### src/rtl/fft_pkg.sv
// Shared types and helpers for the FFT stage sequencer.
package fft_pkg;

  localparam int FFT_MAX_LOG2N = 11;

  typedef enum logic [2:0] {
    ST_IDLE,
    ST_BITREV,
    ST_BRDRAIN,
    ST_BFLY,
    ST_DRAIN,
    ST_DONE
  } seq_state_e;

  // Reverse the low m bits of value; bits at or above m come back as zero.
  function automatic logic [FFT_MAX_LOG2N-1:0] bit_reverse(
    input logic [FFT_MAX_LOG2N-1:0] value,
    input logic [3:0]               m
  );
    logic [FFT_MAX_LOG2N-1:0] full_rev;
    for (int j = 0; j < FFT_MAX_LOG2N; j++) begin
      full_rev[j] = value[FFT_MAX_LOG2N-1-j];
    end
    return full_rev >> (FFT_MAX_LOG2N - m);
  endfunction

endpackage

### src/rtl/fft_delay_line.sv
// Fixed-depth shift register with a synchronous flush, used to line the
// write-back addresses up with the butterfly pipeline output.
module fft_delay_line
  import fft_pkg::*;
#(
  parameter int WIDTH = 1,
  parameter int DEPTH = 1
) (
  input  logic             i_clk,
  input  logic             i_rstn,
  input  logic             i_flush,
  input  logic [WIDTH-1:0] i_data,
  output logic [WIDTH-1:0] o_data
);

  logic [DEPTH-1:0][WIDTH-1:0] pipe_q;
  logic [DEPTH-1:0][WIDTH-1:0] pipe_d;

  // Shift one slot per cycle, or clear every slot on flush.
  always_comb begin
    pipe_d = pipe_q;
    if (i_flush) begin
      pipe_d = '0;
    end else begin
      pipe_d[0] = i_data;
      for (int j = 1; j < DEPTH; j++) begin
        pipe_d[j] = pipe_q[j-1];
      end
    end
  end

  // Pipeline storage with asynchronous clear.
  always_ff @(posedge i_clk or negedge i_rstn) begin
    if (!i_rstn) begin
      pipe_q <= '0;
    end else begin
      pipe_q <= pipe_d;
    end
  end

  assign o_data = pipe_q[DEPTH-1];

endmodule

### src/rtl/fft_stage_sequencer.sv
// Sequences the in-place radix-2 DIT FFT: a bit-reversal swap pass followed
// by log2(N) butterfly stages, with drain gaps covering the butterfly latency.
module fft_stage_sequencer
  import fft_pkg::*;
#(
  parameter int ADDR_WIDTH = 12,
  parameter int BF_LATENCY = 4
) (
  input  logic                  i_clk,
  input  logic                  i_rstn,
  input  logic                  i_start,
  input  logic                  i_abort,
  input  logic [ADDR_WIDTH-1:0] i_samples_number,
  output logic                  o_busy,
  output logic                  o_calc_end,
  output logic                  o_cfg_err,
  output logic [3:0]            o_stage,
  output logic                  o_rd_en,
  output logic [ADDR_WIDTH-1:0] o_rd_addr_a,
  output logic [ADDR_WIDTH-1:0] o_rd_addr_b,
  output logic [ADDR_WIDTH-2:0] o_tw_idx,
  output logic                  o_bf_bypass,
  output logic                  o_wr_en,
  output logic [ADDR_WIDTH-1:0] o_wr_addr_a,
  output logic [ADDR_WIDTH-1:0] o_wr_addr_b
);

  localparam int DL_WIDTH = 2 + 2 * ADDR_WIDTH;
  localparam logic [ADDR_WIDTH-1:0] DRAIN_LAST = ADDR_WIDTH'(BF_LATENCY - 1);

  seq_state_e            state_q, state_d;
  logic [ADDR_WIDTH-1:0] n_q, n_d;
  logic [ADDR_WIDTH-1:0] idx_q, idx_d;
  logic [3:0]            m_q, m_d;
  logic [3:0]            s_q, s_d;
  logic                  cfg_err_q, cfg_err_d;

  logic                  n_legal;
  logic [3:0]            n_log2;

  logic [ADDR_WIDTH-1:0] span, pos, bf_a, rev_idx;
  logic                  rd_en, rd_bypass;
  logic [ADDR_WIDTH-1:0] rd_a, rd_b;
  logic [ADDR_WIDTH-2:0] tw;

  logic [DL_WIDTH-1:0]   dl_in, dl_out;
  logic                  wr_bypass;
  logic [ADDR_WIDTH-1:0] wr_a, wr_b;

  // Accept only powers of two from 2 up to the largest supported frame.
  always_comb begin
    n_legal = 1'b0;
    n_log2  = '0;
    for (int j = 1; j <= FFT_MAX_LOG2N; j++) begin
      if (i_samples_number == (ADDR_WIDTH'(1) << j)) begin
        n_legal = 1'b1;
        n_log2  = 4'(j);
      end
    end
  end

  // Next-state and counter logic; abort overrides everything else.
  always_comb begin
    state_d   = state_q;
    n_d       = n_q;
    m_d       = m_q;
    s_d       = s_q;
    idx_d     = idx_q;
    cfg_err_d = 1'b0;
    if (i_abort) begin
      state_d = ST_IDLE;
      idx_d   = '0;
      s_d     = '0;
    end else begin
      case (state_q)
        ST_IDLE, ST_DONE: begin
          if (i_start) begin
            if (n_legal) begin
              state_d = ST_BITREV;
              n_d     = i_samples_number;
              m_d     = n_log2;
              s_d     = '0;
              idx_d   = '0;
            end else begin
              cfg_err_d = 1'b1;
            end
          end
        end
        ST_BITREV: begin
          if (idx_q == n_q - ADDR_WIDTH'(1)) begin
            state_d = ST_BRDRAIN;
            idx_d   = '0;
          end else begin
            idx_d = idx_q + ADDR_WIDTH'(1);
          end
        end
        ST_BRDRAIN: begin
          if (idx_q == DRAIN_LAST) begin
            state_d = ST_BFLY;
            idx_d   = '0;
            s_d     = '0;
          end else begin
            idx_d = idx_q + ADDR_WIDTH'(1);
          end
        end
        ST_BFLY: begin
          if (idx_q == (n_q >> 1) - ADDR_WIDTH'(1)) begin
            state_d = ST_DRAIN;
            idx_d   = '0;
          end else begin
            idx_d = idx_q + ADDR_WIDTH'(1);
          end
        end
        ST_DRAIN: begin
          if (idx_q == DRAIN_LAST) begin
            idx_d = '0;
            if (s_q == m_q - 4'd1) begin
              state_d = ST_DONE;
            end else begin
              state_d = ST_BFLY;
              s_d     = s_q + 4'd1;
            end
          end else begin
            idx_d = idx_q + ADDR_WIDTH'(1);
          end
        end
        default: state_d = ST_IDLE;
      endcase
    end
  end

  // Sequencer registers.
  always_ff @(posedge i_clk or negedge i_rstn) begin
    if (!i_rstn) begin
      state_q   <= ST_IDLE;
      n_q       <= '0;
      m_q       <= '0;
      s_q       <= '0;
      idx_q     <= '0;
      cfg_err_q <= 1'b0;
    end else begin
      state_q   <= state_d;
      n_q       <= n_d;
      m_q       <= m_d;
      s_q       <= s_d;
      idx_q     <= idx_d;
      cfg_err_q <= cfg_err_d;
    end
  end

  // Read-pair address generation for the swap pass and the butterfly stages.
  always_comb begin
    span      = ADDR_WIDTH'(1) << s_q;
    pos       = idx_q & (span - ADDR_WIDTH'(1));
    bf_a      = ((idx_q >> s_q) << (s_q + 4'd1)) | pos;
    rev_idx   = ADDR_WIDTH'(bit_reverse(idx_q[FFT_MAX_LOG2N-1:0], m_q));
    rd_en     = 1'b0;
    rd_bypass = 1'b0;
    rd_a      = '0;
    rd_b      = '0;
    tw        = '0;
    case (state_q)
      ST_BITREV: begin
        if (rev_idx > idx_q) begin
          rd_en     = 1'b1;
          rd_bypass = 1'b1;
          rd_a      = idx_q;
          rd_b      = rev_idx;
        end
      end
      ST_BFLY: begin
        rd_en = 1'b1;
        rd_a  = bf_a;
        rd_b  = bf_a + span;
        tw    = (ADDR_WIDTH-1)'(pos << (m_q - 4'd1 - s_q));
      end
      default: ;
    endcase
  end

  assign dl_in = {rd_en, rd_bypass, rd_a, rd_b};

  fft_delay_line #(
    .WIDTH (DL_WIDTH),
    .DEPTH (BF_LATENCY)
  ) u_wb_delay (
    .i_clk   (i_clk),
    .i_rstn  (i_rstn),
    .i_flush (i_abort),
    .i_data  (dl_in),
    .o_data  (dl_out)
  );

  assign o_wr_en     = dl_out[DL_WIDTH-1];
  assign wr_bypass   = dl_out[DL_WIDTH-2];
  assign wr_a        = dl_out[2*ADDR_WIDTH-1:ADDR_WIDTH];
  assign wr_b        = dl_out[ADDR_WIDTH-1:0];
  assign o_wr_addr_a = wr_bypass ? wr_b : wr_a;
  assign o_wr_addr_b = wr_bypass ? wr_a : wr_b;

  assign o_busy      = (state_q != ST_IDLE) && (state_q != ST_DONE);
  assign o_calc_end  = (state_q == ST_DONE);
  assign o_cfg_err   = cfg_err_q;
  assign o_stage     = s_q;
  assign o_rd_en     = rd_en;
  assign o_rd_addr_a = rd_a;
  assign o_rd_addr_b = rd_b;
  assign o_tw_idx    = tw;
  assign o_bf_bypass = rd_bypass;

endmodule

### config.mk
export PLATFORM = sky130hd
export DESIGN_NAME = fft_stage_sequencer
export DESIGN_NICKNAME = d
export VERILOG_FILES = /design/src/rtl/fft_pkg.sv /design/src/rtl/fft_delay_line.sv /design/src/rtl/fft_stage_sequencer.sv
export SDC_FILE = /design/constraint.sdc
export NUM_CORES = 1
export LEC_CHECK = 0
export ABC_CLOCK_PERIOD_IN_PS = 8800
export CELL_PAD_IN_SITES_DETAIL_PLACEMENT = 1
export CELL_PAD_IN_SITES_GLOBAL_PLACEMENT = 2
export CORE_MARGIN = 5
export CORE_UTILIZATION = 40
export DETAILED_ROUTE_END_ITERATION = 12
export PLACE_DENSITY_LB_ADDON = 0.1
export SLEW_MARGIN = 0
export SYNTH_ARGS = -nofsm -noshare
export SYNTH_HDL_FRONTEND = slang
export SYNTH_SLANG_ARGS = --single-unit
### constraint.sdc
create_clock -name i_clk -period 8.8 [get_ports i_clk]
set_clock_uncertainty 0.2 [all_clocks]
set_input_delay 1.76 -clock i_clk [delete_from_list [all_inputs] [get_ports i_clk]]
set_output_delay 1.76 -clock i_clk [all_outputs]
set_load 0.05 [all_outputs]
==> impl_metrics.tcl <==
set metrics [dict create \
    status "finished, final reports clean" \
    crit_fanout 10 \
    clock_latency_ns 0.44 \
    place_area_um2 10900 \
    dp_hpwl_um 23600 \
    crit_buf_inv 4 \
    ys_types 85 \
    overflow 0 \
    cts_tree "yes" \
    vdd_drop_max_mv 0.120 \
    cts_root_buffer "clkbuf_16" \
    place_inst 1434 \
    timing.slew.headroom_pct 36.6 \
    pin_count 85 \
    synth_edf_count 0 \
    antenna_found_initial 0 \
    regArea_um2 3500 \
    power.leakage_nw 5.02 \
    via_count 8428 \
    p_per_area_nw_per_um2 164 \
    end_kind "output pin" \
    cts_resized 0 \
    path_class "reg -> out" \
    synth_nets 1156 \
    crit_family "compound AO/OA/AOI/OAI gates" \
    slowest_delay_ns 0.83 \
    drt-vias-per-instance 5.75 \
    finalCriticalPeriod_ns 7.79 \
    worst_slew_pin_slew_ns 0.944 \
    multiInputGateArea_um2 5920 \
    drtIter0Drc 510 \
    timing.hold.ws_ns 0.261 \
    num_antenna_cells 0 \
    synth_ff_type "dfrtp_1" \
    yosys_warnings 0 \
    dieArea_um2 28100 \
    clock-sinks 140 \
    rows 57 \
    fp.coreArea_um2 24400 \
    finalWirelength_um 32300 \
    holdCritPathClass "reg -> reg" \
    die_w_um 168 \
    fin_cells 1466 \
    cts_buffers 17 \
    finish.utilization_pct 47.2 \
    cp-start-kind "flip-flop" \
    ant_nets 0 \
    grt.total_usage_pct 23.2 \
    finalCritPeriodShare_pct 88.5 \
    post-cts-setup-buffers 0 \
    maxCapViolations 0 \
    finalPower_mw 1.89 \
    timing.fmax_mhz 128 \
    finish.instance_area_um2 11500 \
    finalHoldViolCount 0 \
    required_ns 6.84 \
    setup_viol 0 \
    detail_route.first_pass.iterations 5 \
    path_cells "inv_1 -> ha_1 -> nand2_1 -> ha_1 -> inv_1 -> xnor2_1 -> nand2_1 -> a21boi_0 -> inv_1 -> ha_1 -> a21o_1 -> a2111oi_0 -> nor3_1 -> a21oi_1 -> a211o_1 -> xor3_1 -> nor2_1 -> clkdlybuf4s50_1" \
    final_cell_mix "dfrtp_1 (140), nor2b_1 (89), clkdlybuf4s50_1 (82), nand2_1 (81), nor2_1 (76)" \
    drive_gt1_share_pct 11.0 \
    synth_seq_cells 140 \
    ctsHoldBuffers 0 \
    setup_slack_ns 1.01 \
    die_h_um 168 \
    grt_max_degree 80 \
    start_util_pct 40.7 \
    pre_cts_ws_ns 1.55 \
    syn_avg_cell_area_um2 9.02 \
    clockBufferDepth 2 \
    grt_setup_unrepaired "false" \
    routedWlPerCell_um 22.1 \
    place.gp.congestion 0.906 \
    synth.yosys.seq_area_share_pct 35.3 \
    drc 0 \
    netlist_instances 1100 \
    syn_to_final_growth_pct 16.0 \
    fin_setup_tns_ns 0 \
    ys_async_sr_fraction_pct 100 \
    netlist_area_um2 9920 \
    final_common_cell "dfrtp_1" \
    grt_pass1_vias 8767 \
    crit_slowest_cell "clkdlybuf4s50_1" \
    slew_violations 0 \
    htreeDepth 4 \
    clk_pin_slew_worst_paths_ns 0.08 \
    port_buffers 84 \
    grt_pass1_wl_um 51700 \
    critPathArrivalTime_ns 5.83 \
    nFillCells 2841 \
    final_nets 1185 \
]
## layout make-up
class	count	share of cell area, %
Sequential cell	140	30.4
Clock inverter	15	1.68
Timing Repair Buffer	93	7.88
Inverter	42	1.37
Clock buffer	17	3.70
Multi-Input combinational cell	835	51.4
Tap cell	324	3.52
## synthesized netlist by cell type, types with 10 or more instances
cell type	instances	area [um2]
xnor2_1	26	228
o22ai_1	10	62.6
and2_1	27	169
o21ai_0	53	265
nor2b_1	89	557
and3_1	12	75.1
nor4_1	11	68.8
a31oi_1	10	62.6
a21oi_1	40	200
xor2_1	24	210
nor2_1	76	285
clkbuf_1	66	248
nand2b_1	14	87.6
mux2i_1	21	210
mux2_2	48	541
dfrtp_1	140	3500
a211oi_1	11	82.6
a21o_1	15	113
nor3_1	28	140
nand2_1	81	304
ha_1	38	475
inv_1	39	146
nand3_1	25	125
a22o_1	13	114
## state kept, by name, indices dropped and copies added, names as in the netlist
name,flops
o_cfg_err,1
m_q,4
state_q,3
u_wb_delay.o_data,26
n_q,12
o_stage,4
u_wb_delay.pipe_q,78
idx_q,12
## metal layers
metal	track usage, %	share of wire (%)	vias to the layer above
met5	0	0	-
met4	8.47	3.3	0
met2	38.3	48	181
met3	3.28	3.2	52
met1	31.3	46	4198
li1	-	-	3997
## cells by family after synthesis
group	Yosys count	share of synthesized area, %
and+or+nand+nor	411	21.9
xor gates and xnor gates	52	4.82
AOI/OAI and AO/OA	255	18.3
muxes	77	9.38
adders and majority gates	40	5.19
DFF	140	35.3
buffers and inverters	125	5.07
## power breakdown
part           internal, mW  leakage, nW  switching, mW
clock network         0.388        0.299          0.349
registers             0.658         1.94         0.0495
logic                 0.157         2.77          0.289
total                  1.20         5.02          0.687
## path summary, 6_finish.rpt
kind / endpoint / cells past startpoint / slack, ns / startpoint
hold reg to reg: u_wb_delay.pipe_q[64] / 1 / 0.26 / u_wb_delay.pipe_q[38]
max in group asynchronous: u_wb_delay.o_data[25] / 2 / 5.86 / i_rstn
setup reg to reg: u_wb_delay.pipe_q[12] / 16 / 3.74 / idx_q[2]
setup / recovery: o_rd_addr_b[11] / 18 / 1.01 / o_stage[1]
hold / removal: u_wb_delay.pipe_q[64] / 1 / 0.26 / u_wb_delay.pipe_q[38]
min in group asynchronous: o_stage[2] / 1 / 1.10 / i_rstn
No activity file was read; power rests on OpenSTA's default activity.
